==> config.mk <==
export PLATFORM = sky130hd
export DESIGN_NAME = picomem_timer
export DESIGN_NICKNAME = d
export VERILOG_FILES = /design/src/rtl/picomem_timer.sv
export SDC_FILE = /design/constraint.sdc
export NUM_CORES = 1
export LEC_CHECK = 0
export CAP_MARGIN = 20
export CORE_MARGIN = 2
export CORE_UTILIZATION = 55
export CTS_BUF_LIST = sky130_fd_sc_hd__clkbuf_8
export CTS_CLUSTER_DIAMETER = 30
export DETAILED_ROUTE_END_ITERATION = 16
export PLACE_DENSITY_LB_ADDON = 0.12
export SLEW_MARGIN = 10
export SYNTH_ARGS = -nofsm -noshare
export SYNTH_HDL_FRONTEND = slang
export SYNTH_SLANG_ARGS = --single-unit
==> constraint.sdc <==
create_clock -name clk -period 6.8 [get_ports clk]
set_clock_uncertainty 0.15 [all_clocks]
set_input_delay 1.36 -clock clk [delete_from_list [all_inputs] [get_ports clk]]
set_output_delay 1.36 -clock clk [all_outputs]
set_load 0.03 [all_outputs]
==> src/rtl/picomem_timer.sv <==
// -----------------------------------------------------------------------------
// picomem_timer
//   32-bit timer/compare peripheral on a PicoMem slave port. A prescaled
//   up-counter is compared against COMPARE. A match sets a sticky MATCH flag
//   and, in periodic mode, reloads the counter to zero. A level interrupt is
//   raised while an enabled flag is set. An optional capture input can latch
//   COUNT into CAPTURE on a rising edge.
//
//   Optional feature macro: PICOMEM_TIMER_CAPTURE_EN
//     defined   : capture_in is synchronised (2 FF) and edge-detected. A rising
//                 edge copies COUNT into CAPTURE and sets STATUS.CAPT.
//     undefined : no capture logic. CAPTURE and STATUS[1] read as 0.
//
//   Ports
//     clk          system clock
//     reset        asynchronous, active-high reset
//     mem_s_valid  request valid, held by the master until mem_s_ready
//     mem_s_ready  one-cycle acknowledge, registered
//     mem_s_addr   byte address; only [4:2] is decoded
//     mem_s_wdata  write data
//     mem_s_wstrb  byte write strobes; all-zero means read
//     mem_s_rdata  read data, valid while mem_s_ready is high, else 0
//     irq          registered level interrupt
//     capture_in   asynchronous capture input (used only with the macro)
//
//   Register map (addr[4:2])
//     0 CTRL      [0] EN, [1] PERIODIC, [2] IRQ_EN
//     1 PRESCALE  [PRESCALE_W-1:0]
//     2 COUNT     current count; a write loads it
//     3 COMPARE   match value
//     4 STATUS    [0] MATCH, [1] CAPT; both sticky and write-1-to-clear
//     5 CAPTURE   read-only captured COUNT
//     6,7         read 0; writes are ignored but still acknowledged
// -----------------------------------------------------------------------------
module picomem_timer #(
  parameter int          PRESCALE_W    = 16,
  parameter logic [31:0] RESET_COMPARE = 32'hFFFF_FFFF
) (
  input  logic        clk,
  input  logic        reset,
  input  logic        mem_s_valid,
  output logic        mem_s_ready,
  input  logic [31:0] mem_s_addr,
  input  logic [31:0] mem_s_wdata,
  input  logic [3:0]  mem_s_wstrb,
  output logic [31:0] mem_s_rdata,
  output logic        irq,
  input  logic        capture_in
);

  localparam logic [2:0] REG_CTRL     = 3'd0;
  localparam logic [2:0] REG_PRESCALE = 3'd1;
  localparam logic [2:0] REG_COUNT    = 3'd2;
  localparam logic [2:0] REG_COMPARE  = 3'd3;
  localparam logic [2:0] REG_STATUS   = 3'd4;
  localparam logic [2:0] REG_CAPTURE  = 3'd5;

  // Merge the strobed bytes of new_val over old_val.
  function automatic logic [31:0] merge_bytes(input logic [31:0] old_val,
                                              input logic [31:0] new_val,
                                              input logic [3:0]  strb);
    logic [31:0] res;
    res = old_val;
    for (int i = 0; i < 4; i++) begin
      if (strb[i]) begin
        res[8*i +: 8] = new_val[8*i +: 8];
      end else begin
        res[8*i +: 8] = old_val[8*i +: 8];
      end
    end
    return res;
  endfunction

  // ---------------------------------------------------------------------------
  // State
  // ---------------------------------------------------------------------------
  logic                  ready_q,    ready_d;
  logic [31:0]           rdata_q,    rdata_d;
  logic                  irq_q,      irq_d;
  logic [2:0]            ctrl_q,     ctrl_d;
  logic [PRESCALE_W-1:0] prescale_q, prescale_d;
  logic [PRESCALE_W-1:0] pre_cnt_q,  pre_cnt_d;
  logic [31:0]           count_q,    count_d;
  logic [31:0]           compare_q,  compare_d;
  logic                  match_q,    match_d;

  logic                  req_s;
  logic                  wr_s;
  logic [2:0]            reg_sel_s;
  logic                  tick_s;
  logic                  match_set_s;
  logic [31:0]           rd_val_s;
  logic [31:0]           capture_rd_s;
  logic                  capt_rd_s;

  logic ctrl_en_s;
  logic ctrl_periodic_s;
  logic ctrl_irq_en_s;

  assign ctrl_en_s       = ctrl_q[0];
  assign ctrl_periodic_s = ctrl_q[1];
  assign ctrl_irq_en_s   = ctrl_q[2];

  // A request is accepted in any cycle where ready is low. Because the ack
  // follows one cycle later, ready can never be high two cycles in a row.
  assign req_s     = mem_s_valid & ~ready_q;
  assign wr_s      = req_s & (|mem_s_wstrb);
  assign reg_sel_s = mem_s_addr[4:2];

  // Prescaler: counts 0..PRESCALE while enabled and ticks on the terminal value.
  always_comb begin
    tick_s    = 1'b0;
    pre_cnt_d = pre_cnt_q;
    if (ctrl_en_s) begin
      if (pre_cnt_q == prescale_q) begin
        tick_s    = 1'b1;
        pre_cnt_d = {PRESCALE_W{1'b0}};
      end else begin
        pre_cnt_d = pre_cnt_q + PRESCALE_W'(1'b1);
      end
    end else begin
      pre_cnt_d = {PRESCALE_W{1'b0}};
    end
  end

  assign match_set_s = tick_s & (count_q == compare_q);

  // Counter: tick increments or reloads it. A CPU write to COUNT takes priority.
  always_comb begin
    count_d = count_q;
    if (wr_s && (reg_sel_s == REG_COUNT)) begin
      count_d = merge_bytes(count_q, mem_s_wdata, mem_s_wstrb);
    end else if (match_set_s && ctrl_periodic_s) begin
      count_d = 32'h0000_0000;
    end else if (tick_s) begin
      count_d = count_q + 32'd1;
    end else begin
      count_d = count_q;
    end
  end

  // CTRL, PRESCALE and COMPARE write paths with per-byte strobes.
  always_comb begin
    ctrl_d     = ctrl_q;
    prescale_d = prescale_q;
    compare_d  = compare_q;
    if (wr_s && (reg_sel_s == REG_CTRL) && mem_s_wstrb[0]) begin
      ctrl_d = mem_s_wdata[2:0];
    end else begin
      ctrl_d = ctrl_q;
    end
    if (wr_s && (reg_sel_s == REG_PRESCALE)) begin
      for (int b = 0; b < PRESCALE_W; b++) begin
        if (mem_s_wstrb[b/8]) begin
          prescale_d[b] = mem_s_wdata[b];
        end else begin
          prescale_d[b] = prescale_q[b];
        end
      end
    end else begin
      prescale_d = prescale_q;
    end
    if (wr_s && (reg_sel_s == REG_COMPARE)) begin
      compare_d = merge_bytes(compare_q, mem_s_wdata, mem_s_wstrb);
    end else begin
      compare_d = compare_q;
    end
  end

  // MATCH flag: a W1C clears it, and a new match in the same cycle wins.
  always_comb begin
    match_d = match_q;
    if (match_set_s) begin
      match_d = 1'b1;
    end else if (wr_s && (reg_sel_s == REG_STATUS) && mem_s_wstrb[0] && mem_s_wdata[0]) begin
      match_d = 1'b0;
    end else begin
      match_d = match_q;
    end
  end

`ifdef PICOMEM_TIMER_CAPTURE_EN
  // Synchroniser stages [0],[1]; stage [2] holds the previous synchronised level.
  logic [2:0]  sync_q,    sync_d;
  logic [31:0] capture_q, capture_d;
  logic        capt_q,    capt_d;
  logic        cap_edge_s;
  logic        unused_s;

  assign unused_s   = ^{mem_s_addr[31:5], mem_s_addr[1:0]};
  assign cap_edge_s = sync_q[1] & ~sync_q[2];

  // Capture path: synchronise, detect the rising edge, latch COUNT and set CAPT.
  always_comb begin
    sync_d    = {sync_q[1:0], capture_in};
    capture_d = capture_q;
    capt_d    = capt_q;
    if (cap_edge_s) begin
      capture_d = count_q;
    end else begin
      capture_d = capture_q;
    end
    if (cap_edge_s) begin
      capt_d = 1'b1;
    end else if (wr_s && (reg_sel_s == REG_STATUS) && mem_s_wstrb[0] && mem_s_wdata[1]) begin
      capt_d = 1'b0;
    end else begin
      capt_d = capt_q;
    end
  end

  // Capture registers.
  always_ff @(posedge clk or posedge reset) begin
    if (reset) begin
      sync_q    <= 3'b000;
      capture_q <= 32'h0000_0000;
      capt_q    <= 1'b0;
    end else begin
      sync_q    <= sync_d;
      capture_q <= capture_d;
      capt_q    <= capt_d;
    end
  end

  assign capture_rd_s = capture_q;
  assign capt_rd_s    = capt_q;
`else
  logic unused_s;

  assign unused_s     = ^{capture_in, mem_s_addr[31:5], mem_s_addr[1:0]};
  assign capture_rd_s = 32'h0000_0000;
  assign capt_rd_s    = 1'b0;
`endif

  // Read mux; the value is sampled in the request cycle.
  always_comb begin
    rd_val_s = 32'h0000_0000;
    case (reg_sel_s)
      REG_CTRL:     rd_val_s = {29'h0000_0000, ctrl_q};
      REG_PRESCALE: rd_val_s = 32'(prescale_q);
      REG_COUNT:    rd_val_s = count_q;
      REG_COMPARE:  rd_val_s = compare_q;
      REG_STATUS:   rd_val_s = {30'h0000_0000, capt_rd_s, match_q};
      REG_CAPTURE:  rd_val_s = capture_rd_s;
      default:      rd_val_s = 32'h0000_0000;
    endcase
  end

  // Bus response and interrupt next-state.
  always_comb begin
    ready_d = req_s;
    if (req_s) begin
      rdata_d = rd_val_s;
    end else begin
      rdata_d = 32'h0000_0000;
    end
    irq_d = (match_q | capt_rd_s) & ctrl_irq_en_s;
  end

  // Core registers.
  always_ff @(posedge clk or posedge reset) begin
    if (reset) begin
      ready_q    <= 1'b0;
      rdata_q    <= 32'h0000_0000;
      irq_q      <= 1'b0;
      ctrl_q     <= 3'b000;
      prescale_q <= {PRESCALE_W{1'b0}};
      pre_cnt_q  <= {PRESCALE_W{1'b0}};
      count_q    <= 32'h0000_0000;
      compare_q  <= RESET_COMPARE;
      match_q    <= 1'b0;
    end else begin
      ready_q    <= ready_d;
      rdata_q    <= rdata_d;
      irq_q      <= irq_d;
      ctrl_q     <= ctrl_d;
      prescale_q <= prescale_d;
      pre_cnt_q  <= pre_cnt_d;
      count_q    <= count_d;
      compare_q  <= compare_d;
      match_q    <= match_d;
    end
  end

  assign mem_s_ready = ready_q;
  assign mem_s_rdata = rdata_q;
  assign irq         = irq_q;

endmodule
# After elaboration in Yosys (flattened, before gate mapping)
# Cells that the tools add are included.
# totals
ff_bits	134
in_bits	72
out_inout_bits	34
word_cells	71
# op_classes
n_addsub	2
n_eq_ne	10
n_mux	15
n_bitwise	5
reduce_logical	23
# ops
op	n
$pmux 32 s5	1
$mux 32	4
$add 32x1->32 const B	1
$eq 32x32->1	1
$mux 16	2
$mux 8	4
$reduce_and 2->1	10
$add 16x1->16 const B	1
$eq 16x16->1	1
$logic_and 1x1->1	9
$ne 2x2->1 const B	4
$eq 3x2->1 const B	2
$and 1x1->1	4
$mux 1	4
$reduce_or 4->1	1
$eq 3x1->1 const B	1
$eq 3x3->1 const B	1
$logic_not 3->1	1
$reduce_bool 3->1	1
$reduce_bool 2->1	1
$not 1->1	1

# Depth between registers and ports, before layout
# Gate-level depths: netlist of the first run.
# logic_depth
ltp_word	8
ltp_mapped	9
mapped_depth_nobuf	7

# Worst setup path after synthesis of the first run
# Ideal clock, no wire load.
# synth_path
path_kind	input to register
start	input port mem_s_addr[3]
end	register count_q[18]
setup_time_ps	77
arrival_time_ps	2995
setup_slack_ps	3579
path_stages	8
path_buffers	2
path_cell_list	buf_2 -> nor3b_4 -> nand3b_1 -> and2_1 -> a22oi_1 -> buf_2 -> a32oi_1 -> o21ai_1
# synth_between
elab_chain_cells	4
word_cells_on_any_way	6
classes_between	2 x eq/ne; 1 x mux; 3 x reduce/logical
# synth_rtl
item	line_no	text
start: declaration	43	input logic [31:0] mem_s_addr,
$eq 3x2->1 *	131	if (wr_s && (reg_sel_s == REG_COUNT)) begin
$logic_and 1x1->1 *	131	
$ne 2x2->1 (no source line) or $reduce_bool 3->1 (tied branches)	--	
$reduce_and 2->1 (no source line)	--	
end signal: assignment	279	count_q <= count_d;
end: declaration	83	logic [31:0] count_q, count_d;
# Mark *: on every way between the ends. The rest lies on a longest branch, timed or not.
# A chain may end at the register's enable or synchronous reset.

# Final worst setup path of the first run
# layout_path
start	input port mem_s_addr[3]
end	register count_q[26]
# The elaborated chain is that of the path after synthesis.

==> results of run 1 <==
==> per-stage QoR <==
stage | worst slack (ns) | hold slack, ns | power, mW
floorplan | 1.760 | 0.3197 | 1.621
global placement | 2.205 | 0.3568 | 1.814
detailed placement | 2.132 | 0.3539 | 1.844
CTS | 2.633 | 0.3745 | 2.502
global route | 2.367 | 0.3977 | 2.636
finish | 2.553 | 0.3853 | 2.509
==> sequential cells by signal, indices dropped and copies added, names as in the netlist <==
signal       flops
ctrl_q           3
count_q         32
compare_q       32
mem_s_ready      1
pre_cnt_q       16
irq              1
match_q          1
prescale_q      16
mem_s_rdata     32
==> final cells by class <==
class,instances,area (um2)
clock buffer,20,275.3
clock inverter,12,110.1
fill,1039,4310
inverter,28,107.6
multi-input combinational,475,3450
sequential,134,3393
tap,172,215.2
timing repair buffer,87,860.8
==> final timing paths <==
check                                       to  slack [ns]  cells after the start
worst max-delay path               count_q[26]        2.55                      9
worst min-delay path                       irq        0.39                      1
worst max register to register     count_q[28]        3.52                      7
worst min register to register             irq        0.39                      1
max in group asynchronous          count_q[12]        4.43                      3
min in group asynchronous       mem_s_rdata[5]        1.09                      2
==> per-layer routing <==
metal / routed length (um) / track usage [%] / vias to the layer above
li1: - / - / 2610
met3: 1464 / 7.191 / 29
met2: 8970 / 42.96 / 296
met4: 226 / 6.250 / 0
met1: 8341 / 39.63 / 2912
met5: 0 / 0 / -
==> cell families after synthesis <==
family | Yosys count
fa+ha+maj | 2
mux | 69
compound gates | 135
simple gates | 207
flops | 134
xor+xnor | 62
buf+inv | 74
==> layout by cell type, fill, tap and decap left out, types with 3 or more instances in the layout <==
cell type / netlist / routed
nand4_1: 10 / 10
buf_4: 1 / 10
a22oi_1: 42 / 42
inv_1: 28 / 29
mux2_2: 67 / 67
a31oi_1: 24 / 24
dfstp_2: 32 / 32
clkbuf_8: 0 / 20
clkdlybuf4s50_1: 0 / 75
clkinv_2: 0 / 7
dfrtp_1: 102 / 102
xnor2_1: 4 / 4
o21ai_1: 3 / 3
nor3_1: 25 / 25
or4_1: 4 / 3
and4_1: 7 / 7
nor2_1: 55 / 55
xor2_1: 58 / 58
a21oi_1: 7 / 7
and3_1: 12 / 12
o22ai_1: 25 / 25
a22oi_2: 19 / 19
nand2_1: 33 / 33
nor2b_1: 3 / 3
nor4_1: 17 / 17
and2_1: 3 / 3
nand3_1: 22 / 22
==> where the power goes <==
| part | switching, mW | total [mW] | internal (mW) |
|---|---|---|---|
| sequential | 0.194 | 1.17 | 0.974 |
| clock | 0.309 | 0.655 | 0.347 |
| combinational | 0.380 | 0.685 | 0.305 |
==> critical path, cell delays in order <==
cell	delay, ns
clkdlybuf4s50_1	0.46
buf_4	0.34
nor3b_4	0.24
buf_4	0.29
and3b_2	0.67
buf_4	0.40
a22oi_2	0.29
a31oi_1	0.23
o22ai_1	0.10
==> summary.txt, run 1 <==
Outcome
  – Status: finished, final reports clean

Synthesis
  – FF+latch count, synth: between 100 and 150
  – Cell count after synthesis: 683
  – Ys flop type: dfrtp_1
  – Top post-synthesis cells by area: dfrtp_1 35%, dfstp_2 12%, mux2_2 10%
  – Synthesized cell area: 0.007206 mm2
  – Fraction of registers with async set/reset: between 90% and 100%
  – Post-synth cell types: 52
  – Main combinational cell family by area after synthesis: simple AND/OR/NAND/NOR gates
  – Post-synthesis sequential area ratio: 47.09%
  – Synth Area in Compound Gates: 14.34%
  – Post-synthesis mux area share: 10.75%
  – Simple-Gate Fraction of Synth Area: 14.86%
  – Top-area cell type share of the netlist area: between 30% and 40%
  – Avg Synthesized Cell Area: 10.55 um2
  – Most common cell in the netlist: dfrtp_1
  – Synth Warn #: 0
  – Post-Synth Adder-Cell Area: 0.3473%
  – EDFF count, synth: 0
  – Syn nets: between 700 and 800
  – XOR/XNOR Fraction of Synth Area: 7.536%
  – Most common library cells after synthesis: 102 x dfrtp_1, 67 x mux2_2, 58 x xor2_1
  – Largest area contributor in the netlist: dfrtp_1

Global routing
  – First-pass GRT wire length: 30.35 mm
  – Total grt overflow: 0
  – Vias in the first global route: 5540
  – Initial antenna violation count: 0
  – Total Routing Usage GR: 27.81%
  – Largest net degree at the start of global routing: 86

Floorplanning
  – IO Count: 106
  – Initial Util: 56.64%
  – Chip width: 118.5 um
  – Core area: 0.01272 mm2
  – Die ar.: 0.01403 mm2
  – DIE HEIGHT: around 120 um
  – Cell row count: between 40 and 50

Clock network
  – Setup Buffers After CTS: 0
  – Clock tree buffer depth: 2
  – Htree depth: 4
  – CTS tree: built
  – CTS resizes: 0
  – TritonCTS Buffers: 17
  – Worst-Skew Late Latency: 0.47 ns
  – Root buf cell: clkbuf_8
  – CTS Hold Bufs: 0
  – Clock-pin slew on the worst setup and hold paths: 0.07 ns
  – Clock sink count: 134

Timing
  – Max Clk Rate: approximately 0.24 GHz
  – Fin. Hold Viols: 0
  – Tcrit/Tclk final: 62.46%
  – Setup TNS: 0 ns
  – Setup Viol. Count Final: 0
  – Unrepaired setup endpoints after global routing: false
  – Tmin final: 4.247 ns
  – Worst slew pin tran: about 1.1 ns
  – Max Slew Vio Count: 0
  – Rel. slew slack: around 27%

Power and ir drop
  – P_leak: 3.470 nW
  – Power per Cell Area: 298.2 mW/mm2
  – Peak VDD IR: about 170 uV

Routing
  – Final ANT Viol Nets: 0
  – DRT iter0 DRCs: 607
  – Vias per cell: 6.301
  – Routed WL: 19.00 mm
  – WL/cell: 20.48 um
  – Vias: a little under 6000
  – TritonRoute pass-1 iters: 5
  – DRC: 0

Place
  – Detail Placement HPWL: between 10 and 15 mm
  – Placed Cells: 894
  – Placed cell areas: 0.007991 mm2
  – Port Buf Inserts: 75
  – GP Congestion: 0.8808

Final layout
  – Fin util: around 66%
  – Non-Filler Instances: approximately 930
  – Antenna cells: 0
  – Final nets: 817
  – P&R area growth vs syn: 16.74%
  – Final cell area excluding filler cells: 0.008412 mm2
  – Share of cells above drive strength 1: 22.35%

Worst hold path
  – Hold wc startpoint: match_q
  – Worst min path class: flop to flop

Setup path
  – Critical path endpoint category: flop
  – WP data arrival: between 4 and 5 ns
  – CP Launch Point: mem_s_addr[3]
  – Reg-to-reg startpoint: count_q[18]
  – Critical Path Fanout Max: 29
  – CP Launch Type: input port
  – CP Class: input port to flop
  – CP required: 6.96 ns

Job
  – Max cap viols: 0
Power figures use the tool's default switching activity.
==> run 2: changes to the inputs <==
- CORE_UTILIZATION: 55 -> 51
- clock period: 6.8 -> 3.6 ns (I/O delays scaled with it)
==> run 2 against run 1 <==
Hold slack got worse by 0.030 ns. Final cell count rose by 1.7%. Power rose by 97%. Sequential power rose by 89%. Count of clock-buffer cells in the layout fell by 2. Wire length fell by 2.3%. Core utilization fell by 4.2 points. Register-to-register slack got worse by 3.2 ns.
==> summary.txt, run 2 (synthesized netlist as in run 1, its figures left out) <==
Routing
  – DRC: 0
  – Final ANT Viol Nets: 0
  – Routed WL: 18.56 mm
  – TritonRoute pass-1 iters: 5
  – Vias: 5668
  – DRT iter0 DRCs: approximately 550
  – WL/cell: approximately 20 um
  – Vias per cell: ~6.0

Final layout
  – Final cell area excluding filler cells: ~0.0086 mm2
  – Antenna cells: 0
  – P&R area growth vs syn: 18.75%
  – Commonest non-fill, non-tap cell in the layout: dfrtp_1
  – Share of cells above drive strength 1: 23.43%
  – Final nets: ~830
  – Commonest non-fill, non-tap cells in the layout: 102 x dfrtp_1, 75 x clkdlybuf4s50_1, 67 x mux2_2

Global routing
  – Initial antenna violation count: 0
  – Total Routing Usage GR: 26.14%
  – Vias in the first global route: about 5600
  – Total grt overflow: 0
  – Largest net degree at the start of global routing: 135
  – First-pass GRT wire length: 29.90 mm

Floorplanning
  – Cell row count: 43
  – Chip width: 122.9 um
  – Initial Util: 52.11%
  – IO Count: between 100 and 150
  – Core area: 0.01383 mm2
  – DIE HEIGHT: 122.9 um
  – Die ar.: 0.01510 mm2

Clock network
  – Setup Buffers After CTS: 0
  – Clock tree buffer depth: 2
  – CTS tree: built
  – Root buf cell: clkbuf_8
  – Htree depth: 4
  – CTS resizes: 0
  – CTS Hold Bufs: 0
  – Worst-Skew Late Latency: 0.45 ns
  – TritonCTS Buffers: 17
  – Clock-pin slew on the worst setup and hold paths: 0.08 ns
  – Clock sink count: 134

Timing
  – Tcrit/Tclk final: 92.41%
  – Rel. slew slack: 48.84%
  – Worst slew pin tran: about 0.76 ns
  – Max Clk Rate: 0.3006 GHz
  – Setup Viol. Count Final: 0
  – Unrepaired setup endpoints after global routing: false
  – Fin. Hold Viols: 0
  – Max Slew Vio Count: 0
  – Tmin final: 3.327 ns
  – Setup TNS: 0 ns

Setup path
  – Critical Path Fanout Max: 35
  – WP data arrival: 3.50 ns
  – Cells along the critical path: xor2_1 > nor4_1 > nand4_1 > or4_2 > buf_4 > a32oi_2 > o22ai_1
  – CP max stage delay: 0.73 ns
  – CP Launch Type: flop
  – CP Class: flop to flop
  – Top cell family by delay on the critical path: simple AND/OR/NAND/NOR gates
  – Buf/Inv on CP: 1
  – CP required: between 3 and 4 ns
  – CP max stage cell: or4_2
  – Critical path endpoint category: flop
  – R2R setup slack: ~0.27 ns

Power and ir drop
  – Peak VDD IR: 259.8 uV
  – Power per Cell Area: 577.1 mW/mm2
  – P_leak: 3.517 nW

Worst hold path
  – Worst min path class: flop to flop

Place
  – GP Congestion: roughly 0.86
  – Placed cell areas: about 0.0081 mm2
  – Detail Placement HPWL: 13.05 mm
  – Port Buf Inserts: 75

Job
  – Max cap viols: 0

Outcome
  – Status: finished, final reports clean
[run 2: metrics by stage]
stage	setup slack (ns)	instances	utilization, %	total power, mW	hold slack, ns
6_report	0.2731	944	61.89	4.938	0.3549
5_1_grt	0.1586	944	61.89	5.205	0.4017
4_1_cts	0.4229	944	61.89	4.952	0.3582
3_5_place_dp	0.3720	912	58.60	3.500	0.3407
3_3_place_gp	0.4290	912	58.60	3.450	0.3396
2_1_floorplan	1.019	683	-	3.063	0.3197
[run 2: worst paths after layout]
kind	startpoint	to	cells past startpoint
min in group asynchronous	reset	match_q	3
min reg2reg	ctrl_q[2]	irq	1
min	ctrl_q[2]	irq	1
max in group asynchronous	reset	count_q[24]	3
max	count_q[11]	count_q[24]	7
max reg2reg	count_q[11]	count_q[24]	7
[run 2: layout make-up]
| cell class | count | area [um2] |
|---|---|---|
| fillers | 1151 | 5270 |
| repair buffers | 95 | 925.9 |
| multi-input cells | 475 | 3450 |
| clock inverters | 14 | 206.4 |
| flip-flops and latches | 134 | 3393 |
| inverters | 28 | 108.9 |
| well taps | 180 | 225.2 |
| clock buffers | 18 | 247.7 |
[run 2: power breakdown]
group,internal [mW],switching [mW]
combinational,0.583,0.707
clock,0.836,0.603
sequential,1.84,0.370
[run 2: per-layer routing]
layer | global-route usage, % | wire length (um)
met4 | 7.328 | 252
met3 | 5.809 | 1049
met2 | 39.64 | 8730
met5 | 0 | 0
met1 | 37.68 | 8526
==> run 3: changes to the inputs <==
- GPL_ROUTABILITY_DRIVEN: default -> 0
- SLEW_MARGIN: 10 -> default
==> run 3 against run 2 <==
Die area is the same. Critical endpoint is now count_q[31]. Count of clock-buffer cells in the layout grew 3. Combinational power is essentially flat. Highest routed layer unchanged. Largest power group unchanged. First-iteration DRC count shrank 17%. Maximum frequency grew 3.1%. Via count grew 1.4%.
==> summary.txt, run 3 (synthesized netlist as in run 1, its figures left out) <==
Timing
  – Fin. Hold Viols: 0
  – Rel. slew slack: 41.16%
  – Max Clk Rate: ~0.31 GHz
  – Setup Viol. Count Final: 0
  – Tcrit/Tclk final: 89.66%
  – Max Slew Vio Count: 0
  – Worst slew pin tran: 0.8807 ns
  – Tmin final: 3.228 ns
  – Setup TNS: 0 ns
  – Unrepaired setup endpoints after global routing: false

Setup path
  – Critical Path Fanout Max: 35
  – CP Launch Type: flop
  – CP Class: flop to flop
  – Critical path endpoint category: flop
  – WP data arrival: around 3.4 ns
  – CP required: between 3 and 4 ns

Floorplanning
  – IO Count: between 100 and 150
  – Chip width: 122.9 um
  – Core area: around 0.014 mm2
  – Cell row count: 43
  – DIE HEIGHT: ~120 um
  – Initial Util: a little over half
  – Die ar.: 0.01510 mm2

Place
  – Detail Placement HPWL: 13.53 mm
  – Placed cell areas: 0.008143 mm2
  – Port Buf Inserts: 75

Power and ir drop
  – P_leak: 3.543 nW
  – Internal Pwr Total: 3.246 mW
  – Power per Cell Area: roughly 570 mW/mm2
  – Peak VDD IR: 292.1 uV
  – Clock share of power: between 20 and 30%
  – Logic gate share of total power: 26.5%
  – Sequential power share: 44.9%
  – Switching power: 1.675 mW
  – Switching share of power: 34.05%

Global routing
  – First-pass GRT wire length: 30.28 mm
  – Total grt overflow: 0
  – Total Routing Usage GR: around a quarter
  – Initial antenna violation count: 0
  – Largest net degree at the start of global routing: 49
  – Vias in the first global route: 5706

Final layout
  – Final cell area excluding filler cells: 0.008588 mm2
  – Commonest non-fill, non-tap cells in the layout: 102 x dfrtp_1, 75 x clkdlybuf4s50_1, 67 x mux2_2
  – # fillers: 1156
  – Antenna cells: 0
  – P&R area growth vs syn: 19.19%
  – Final nets: 827
  – Commonest non-fill, non-tap cell in the layout: dfrtp_1
  – Area occupied by multi-input gates: 0.003450 mm2
  – Share of cells above drive strength 1: 23.24%
  – Total area of sequential cells: 0.003393 mm2

Clock network
  – Clock tree buffer depth: 2
  – TritonCTS Buffers: 17
  – Clock-pin slew on the worst setup and hold paths: 0.08 ns
  – CTS Hold Bufs: 0
  – Htree depth: 4
  – CTS resizes: 0
  – Root buf cell: clkbuf_8
  – Worst-Skew Late Latency: 0.46 ns
  – CTS tree: built
  – Setup Buffers After CTS: 0
  – Clock sink count: ~130

Routing
  – Met1 WL: 8.663 mm
  – Vias: 5745
  – WL/cell: about 20 um
  – Met3 wire len: 1.133 mm
  – DRT iter0 DRCs: 458
  – DRC: 0
  – TritonRoute pass-1 iters: 5
  – Routed WL: 19.00 mm
  – Met2 wire len: approximately 8.8 mm
  – Vias per cell: 6.073
  – Top Metal Used: met4
  – Final ANT Viol Nets: 0

Job
  – Max cap viols: 0

Worst hold path
  – Worst min path class: flop to flop

Outcome
  – Status: finished, final reports clean
[run 3: cell count changes in the layout (fill, tap and decap cells not counted)]
cell / previous run / this run
inv_1: 27 / 30
clkinvlp_4: 4 / 3
bufinv_16: 5 / 4
buf_12: 2 / 4
clkinv_2: 5 / 2
clkbuf_8: 18 / 21
clkinv_4: 1 / 0
[run 3: layout make-up]
| type | instances | share of cell area [%] |
|---|---|---|
| clock buffers | 21 | 3.365 |
| flip-flops and latches | 134 | 39.51 |
| inverters | 28 | 1.267 |
| well taps | 180 | 2.622 |
| clock inverters | 11 | 1.821 |
| multi-input cells | 475 | 40.17 |
| repair buffers | 97 | 11.25 |
[run 3: final timing paths]
kind | slack, ns | from | cells after the start | endpoint
max | 0.37 | count_q[11] | 7 | count_q[31]
min | 0.37 | match_q | 1 | irq
max reg2reg | 0.37 | count_q[11] | 7 | count_q[31]
min reg2reg | 0.37 | match_q | 1 | irq
max in group asynchronous | 1.90 | reset | 3 | compare_q[22]
min in group asynchronous | 0.65 | reset | 2 | count_q[4]
[run 3: metrics by stage]
step	total power [mW]	util [%]	std cells	hold slack, ns	worst slack (ns)
5_1_grt	5.168	62.11	946	0.3874	0.3074
3_3_place_gp	3.453	58.89	914	0.3401	0.4389
4_1_cts	4.915	62.11	946	0.3714	0.5043
2_1_floorplan	3.063	-	683	0.3197	1.019
6_report	4.921	62.11	946	0.3697	0.3723
3_5_place_dp	3.506	58.89	914	0.3584	0.3367
[run 3: routing by layer]
layer	vias up	global-route usage (%)
met3	23	5.158
met2	194	40.23
met4	0	8.908
met5	-	0
met1	2884	38.08
li1	2644	-
[run 3: power by group through the flow]
stage	sequential [mW]	combinational, mW	clock (mW)
2_1_floorplan	2.11	0.950	0
3_3_place_gp	2.21	1.24	0
3_5_place_dp	2.23	1.28	0
4_1_cts	2.20	1.29	1.42
5_1_grt	2.26	1.43	1.48
6_report	2.21	1.30	1.41
[run 3: worst max-delay path, cell delays in order, from the launching register on]
cell	delay, ns
dfrtp_1	0.47
xor2_1	0.22
nor4_1	0.61
nand4_1	0.29
or4_2	0.72
buf_4	0.28
a22oi_1	0.23
o22ai_1	0.12
